[config.mk]
export PLATFORM = sky130hd
export DESIGN_NAME = creek_host_bridge
export DESIGN_NICKNAME = d
export VERILOG_FILES = /design/src/rtl/creek_host_pkg.sv /design/src/rtl/creek_resume_ctl.sv /design/src/rtl/creek_host_bridge.sv
export SDC_FILE = /design/constraint.sdc
export NUM_CORES = 1
export LEC_CHECK = 0
export CORE_ASPECT_RATIO = 0.75
export CORE_MARGIN = 10
export CORE_UTILIZATION = 43
export CTS_CLUSTER_SIZE = 10
export DETAILED_ROUTE_END_ITERATION = 10
export PLACE_DENSITY = 0.76
export SLEW_MARGIN = 10
export SYNTH_ARGS = -nofsm -noshare
export SYNTH_HDL_FRONTEND = slang
export SYNTH_HIERARCHICAL = 1
export SYNTH_SLANG_ARGS = --single-unit
[constraint.sdc]
create_clock -name clk -period 2.25 [get_ports clk]
set_input_delay 0.45 -clock clk [delete_from_list [all_inputs] [get_ports clk]]
set_output_delay 0.45 -clock clk [all_outputs]
set_load 0.01 [all_outputs]
[src/rtl/creek_host_pkg.sv]
// ---------------------------------------------------------------------------
// creek_host_pkg: register map, CTRL bit indices and resume FSM states. rev 1.0
// ---------------------------------------------------------------------------
`default_nettype none

package creek_host_pkg;

  localparam logic [2:0] REG_CTRL      = 3'd0;
  localparam logic [2:0] REG_LOAD_ADDR = 3'd1;
  localparam logic [2:0] REG_LOAD_DATA = 3'd2;
  localparam logic [2:0] REG_CORE      = 3'd3;
  localparam logic [2:0] REG_INSTR     = 3'd4;

  // CTRL bit indices; bit1 means "resume request" on write and "waiting" on read
  localparam int CTRL_PAUSE_N   = 0;
  localparam int CTRL_RESUME    = 1;
  localparam int CTRL_WAITING   = 1;
  localparam int CTRL_INIT_DONE = 2;
  localparam int CTRL_LOAD_ERR  = 3;
  localparam int CTRL_PENDING   = 4;

  typedef enum logic [0:0] {
    RES_IDLE = 1'b0,
    RES_PEND = 1'b1
  } resume_state_e;

endpackage

`default_nettype wire

[src/rtl/creek_resume_ctl.sv]
// ---------------------------------------------------------------------------
// creek_resume_ctl: IDLE/PEND resume handshake with single-cycle pulse. rev 1.0
// ---------------------------------------------------------------------------
`default_nettype none

module creek_resume_ctl
  import creek_host_pkg::*;
(
  input  logic clk,
  input  logic reset_n,
  input  logic resume_req,
  input  logic resume_cancel,
  input  logic waiting,
  output logic resume,
  output logic pending
);

  resume_state_e state_q, state_d;
  logic          resume_q, resume_d;

  always_comb begin
    state_d  = state_q;
    resume_d = 1'b0;
    case (state_q)
      RES_IDLE: begin
        // a request landing on a live pulse is absorbed, keeping pulses one cycle apart
        if (resume_req && !resume_q) begin
          if (waiting) resume_d = 1'b1;
          else         state_d  = RES_PEND;
        end
      end
      RES_PEND: begin
        if (resume_cancel) begin
          state_d = RES_IDLE;
        end else if (waiting && !resume_q) begin
          resume_d = 1'b1;
          state_d  = RES_IDLE;
        end
      end
      default: state_d = RES_IDLE;
    endcase
  end

  always_ff @(posedge clk or negedge reset_n) begin
    if (!reset_n) begin
      state_q  <= RES_IDLE;
      resume_q <= 1'b0;
    end else begin
      state_q  <= state_d;
      resume_q <= resume_d;
    end
  end

  assign resume  = resume_q;
  assign pending = (state_q == RES_PEND);

endmodule

`default_nettype wire

[src/rtl/creek_host_bridge.sv]
// ---------------------------------------------------------------------------
// creek_host_bridge: Avalon-MM register file, imem loader and core control. rev 1.0
// ---------------------------------------------------------------------------
`default_nettype none

module creek_host_bridge
  import creek_host_pkg::*;
#(
  parameter int IADDR_W = 10,
  parameter int IDATA_W = 16
) (
  input  logic               clk,
  input  logic               reset_n,
  input  logic [2:0]         avs_address,
  input  logic               avs_read,
  input  logic               avs_write,
  input  logic [31:0]        avs_writedata,
  output logic [31:0]        avs_readdata,
  output logic               avs_readdatavalid,
  output logic [IADDR_W-1:0] instr_address,
  output logic [IDATA_W-1:0] instr_writedata,
  output logic               instr_write,
  output logic               pause_n,
  output logic               resume,
  input  logic               waiting,
  input  logic               local_init_done,
  input  logic [IADDR_W-1:0] cur_pc,
  input  logic [IDATA_W-1:0] cur_instr,
  input  logic [4:0]         cur_state
);

  logic [31:0]        readdata_q, readdata_d;
  logic               rdvalid_q, rdvalid_d;
  logic [IADDR_W-1:0] iaddr_q, iaddr_d;
  logic [IDATA_W-1:0] idata_q, idata_d;
  logic               iwrite_q, iwrite_d;
  logic               pause_n_q, pause_n_d;
  logic [IADDR_W-1:0] ptr_q, ptr_d;
  logic [15:0]        load_count_q, load_count_d;
  logic               load_err_q, load_err_d;

  logic rd_en, ctrl_wr, resume_req, resume_cancel, pending;
  logic unused_ok;

  // a write wins over a simultaneous read
  assign rd_en         = avs_read && !avs_write;
  assign ctrl_wr       = avs_write && (avs_address == REG_CTRL);
  assign resume_req    = ctrl_wr && avs_writedata[CTRL_RESUME] && avs_writedata[CTRL_PAUSE_N];
  assign resume_cancel = ctrl_wr && !avs_writedata[CTRL_PAUSE_N];
  assign unused_ok     = ^avs_writedata;

  always_comb begin
    pause_n_d    = pause_n_q;
    ptr_d        = ptr_q;
    load_count_d = load_count_q;
    load_err_d   = load_err_q;
    iaddr_d      = iaddr_q;
    idata_d      = idata_q;
    iwrite_d     = 1'b0;
    if (avs_write) begin
      case (avs_address)
        REG_CTRL: begin
          pause_n_d = avs_writedata[CTRL_PAUSE_N];
          if (avs_writedata[CTRL_LOAD_ERR]) load_err_d = 1'b0;
        end
        REG_LOAD_ADDR: begin
          ptr_d        = avs_writedata[IADDR_W-1:0];
          load_count_d = 16'd0;
        end
        REG_LOAD_DATA: begin
          // loading is only legal while the core is held
          if (!pause_n_q) begin
            iaddr_d  = ptr_q;
            idata_d  = avs_writedata[IDATA_W-1:0];
            iwrite_d = 1'b1;
            ptr_d    = ptr_q + IADDR_W'(1);
            if (load_count_q != 16'hFFFF) load_count_d = load_count_q + 16'd1;
          end else begin
            load_err_d = 1'b1;
          end
        end
        default: ;
      endcase
    end
  end

  always_comb begin
    readdata_d = readdata_q;
    rdvalid_d  = rd_en;
    if (rd_en) begin
      readdata_d = 32'd0;
      case (avs_address)
        REG_CTRL: begin
          readdata_d[CTRL_PAUSE_N]   = pause_n_q;
          readdata_d[CTRL_WAITING]   = waiting;
          readdata_d[CTRL_INIT_DONE] = local_init_done;
          readdata_d[CTRL_LOAD_ERR]  = load_err_q;
          readdata_d[CTRL_PENDING]   = pending;
        end
        REG_LOAD_ADDR: readdata_d[IADDR_W-1:0] = ptr_q;
        REG_LOAD_DATA: readdata_d[15:0]        = load_count_q;
        REG_CORE: begin
          readdata_d[IADDR_W-1:0] = cur_pc;
          readdata_d[20:16]       = cur_state;
        end
        REG_INSTR:     readdata_d[IDATA_W-1:0] = cur_instr;
        default: ;
      endcase
    end
  end

  always_ff @(posedge clk or negedge reset_n) begin
    if (!reset_n) begin
      readdata_q   <= 32'd0;
      rdvalid_q    <= 1'b0;
      iaddr_q      <= '0;
      idata_q      <= '0;
      iwrite_q     <= 1'b0;
      pause_n_q    <= 1'b0;
      ptr_q        <= '0;
      load_count_q <= 16'd0;
      load_err_q   <= 1'b0;
    end else begin
      readdata_q   <= readdata_d;
      rdvalid_q    <= rdvalid_d;
      iaddr_q      <= iaddr_d;
      idata_q      <= idata_d;
      iwrite_q     <= iwrite_d;
      pause_n_q    <= pause_n_d;
      ptr_q        <= ptr_d;
      load_count_q <= load_count_d;
      load_err_q   <= load_err_d;
    end
  end

  creek_resume_ctl u_resume_ctl (
    .clk           (clk),
    .reset_n       (reset_n),
    .resume_req    (resume_req),
    .resume_cancel (resume_cancel),
    .waiting       (waiting),
    .resume        (resume),
    .pending       (pending)
  );

  assign avs_readdata      = readdata_q;
  assign avs_readdatavalid = rdvalid_q;
  assign instr_address     = iaddr_q;
  assign instr_writedata   = idata_q;
  assign instr_write       = iwrite_q;
  assign pause_n           = pause_n_q;

endmodule

`default_nettype wire
==> results_dict.tcl <==
set metrics [dict create \
    areaGrowthSynthToFinish_pct 41.00 \
    track_usage_pct 17.89 \
    cts_buffers 9 \
    ir_worst_vdd_v 0.0004234 \
    post_drt_wl_per_cell_um 18.14 \
    cp_max_fo 6 \
    wl_um 12540 \
    grt_pass1_wl_um 20360 \
    fin_ws_ns 0.1406 \
    synth_top_family_by_area "simple AND/OR/NAND/NOR gates" \
    cts.clk_slew.worst_paths_ns 0.06 \
    rsz0062_at_grt "no" \
    layout_common_cells "105 x clkdlybuf4s50_1, 97 x nand2_1, 79 x dfrtp_1" \
    startpoint_type "flip-flop" \
    ys_ff_latch 79 \
    synth_area_mm2 0.004086 \
    crit_path_end_kind "flip-flop" \
    postSynthAreaPerCell_um2 9.287 \
    synthFlopType "dfrtp_1" \
    yosysUniqueCellTypes 62 \
    crit_slowest_cell "or4_1" \
    cp_cell_sequence "ha_1 -> nand3_1 -> or4_1 -> o21ai_4 -> a211o_1" \
    core_area_mm2 0.009159 \
    synthMuxAreaShare_pct 4.103 \
    initial_core_util_pct 44.62 \
    viasPerCell 5.603 \
    synth_compound_area_share_pct 19.41 \
    gp_congestion 0.8886 \
    hold_slack_ns 0.09368 \
    report.final.slew_viol_count 0 \
    clkSinkCount 79 \
    grt_max_degree 45 \
    hold_viol 0 \
    cts_setup_buffers 0 \
    ioPinCount 134 \
    postSynthCellCount 440 \
    fin_worst_skew_ns 0.01271 \
    cap_violations 0 \
    layout.cells.non_filler 691 \
    p_leak_nw 2.547 \
    crit_path_start "load_count_q[0]" \
    drive_gt1_share_pct 11.19 \
    place_inst 675 \
    cts_tree "done" \
    fillers 782 \
    max_stage_delay_ns 0.70 \
    fin_crit_ns 2.109 \
    synth_xor_area_share_pct 0 \
    ys_warn_count 6 \
    cts_resized 0 \
    clock_insertion_delay_worst_skew_ns 0.34 \
    final.period_utilization_pct 93.75 \
    setup_viol 0 \
    finalNetCount 632 \
    hold_buffers 0 \
    synth-adder-area-share_pct 0.6124 \
    final_antenna_net_count 0 \
    seq_area_frac_synth_pct 48.38 \
    h-tree-depth 3 \
    yosys.area_share.simple_pct 20.94 \
    dieWidth_um 132.6 \
    status "finished clean" \
    row_count 30 \
    die_h_um 104.4 \
    required_ns 2.52 \
    grt_remaining_overflow 0 \
    grt_pass1_vias 3868 \
    hold_path.class "input port to async pin" \
    synth_edf_count 0 \
    cts_root_buffer "clkbuf_16" \
    mostFrequentLayoutCell "clkdlybuf4s50_1" \
    fmax_mhz 474.1 \
    antenna_found_initial 0 \
    setup.worst_path.class "flip-flop to flip-flop" \
    placed_area_mm2 0.005416 \
    cts_buffer_depth 2 \
    io_buffers 106 \
    drt_pass1_iterations 5 \
    dp_hpwl_um 9509 \
    antenna_cells 0 \
    fin_area_mm2 0.005762 \
    worstMarginPinSlew_ns 0.5470 \
    synthArstFlopShare_pct 100.0 \
    arrival_ns 2.38 \
    preCtsSetupSlack_ns -0.1191 \
    p_per_area_mw_per_mm2 813.7 \
    first_iter_violations 408 \
    drc 0 \
    vias 3872 \
    fp.dieArea_mm2 0.01384 \
    r2r_start "load_count_q[0]" \
    maxSlewHeadroom_pct 63.53 \
]
==> per-layer routing <==
metal	global-route usage (%)	part of all wire, %
met5	0	0
met4	4.624	1.3
met3	6.081	9.1
met2	27.38	45
met1	23.56	44
==> logic make-up (layout without fill, tap and decap cells) <==
family	after synthesis	after routing
DFF	79	79
AOI/OAI and AO/OA	111	111
muxes	12	12
other	1	11
adders and majority gates	2	2
and+or+nand+nor	183	183
buffers and inverters	52	165
==> state kept, by name, indices dropped and copies added, names as in the netlist <==
signal                flops
avs_readdata             21
instr_writedata          16
load_count_q             16
instr_address            10
ptr_q                    10
avs_readdatavalid         1
instr_write               1
load_err_q                1
pause_n                   1
u_resume_ctl/pending      1
u_resume_ctl/resume       1
==> synth_stat cells, types with 3 or more instances <==
master,instances,share of area [%]
nand2_1,97,8.9
dfrtp_1,79,48
nor2_1,23,2.1
o21ai_0,23,2.8
clkbuf_1,14,1.3
a21oi_1,13,1.6
a31oi_1,13,2.0
buf_4,12,2.2
buf_2,11,1.3
inv_1,10,0.92
nand3_1,10,1.2
a221oi_1,8,1.7
a22o_1,8,1.7
nand4_1,8,1.2
nor4_1,8,1.2
a22oi_1,7,1.3
nor3_1,7,0.86
nand2b_1,6,0.92
and3_1,5,0.77
mux2_2,5,1.4
o21a_1,5,0.92
a21o_1,4,0.73
mux2i_1,4,0.98
o221ai_1,4,0.86
a211o_1,3,0.64
a2bb2oi_1,3,0.64
nor2b_1,3,0.46
or4_1,3,0.55
==> stage by stage <==
step           TNS [ns]  util [%]  power (mW)
2_1_floorplan         0         -       2.380
3_3_place_gp     -1.416     59.14       2.984
3_5_place_dp     -3.193     59.14       3.020
4_1_cts               0     62.91       4.724
5_1_grt               0     62.91       4.914
6_report              0     62.91       4.688
==> power breakdown <==
group          internal (mW)  switching [mW]  total (mW)
sequential              1.66           0.264        1.93
combinational          0.593           0.477        1.07
clock                   1.09           0.599        1.69
==> worst paths after layout <==
| path | cells past startpoint | end | slack (ns) |
|---|---|---|---|
| setup / recovery | 5 | load_count_q[15] | 0.14 |
| hold / removal | 1 | instr_writedata[15] | 0.09 |
| setup reg to reg | 5 | load_count_q[15] | 0.14 |
| hold reg to reg | 2 | instr_writedata[13] | 0.48 |
| max in group asynchronous | 2 | load_count_q[6] | 1.50 |
| min in group clk | 2 | instr_writedata[13] | 0.48 |
==> worst max-delay path, delay by kind of cell (launching register included) <==
family	cells	cell delay, ns
compound gates	2	0.47
simple gates	2	0.81
fa+ha+maj	1	0.28
flops	1	0.47
==> area by class of cell <==
cell class | instances | area [µm²] | area share [%]
sequential | 79 | 1977 | 34.31
multi-input combinational | 319 | 1889 | 32.79
timing repair buffer | 138 | 1349 | 23.41
clock buffer | 10 | 229.0 | 3.974
tap | 128 | 160.2 | 2.780
clock inverter | 6 | 116.4 | 2.020
inverter | 11 | 41.29 | 0.7166
Power figures use the tool's default switching activity.
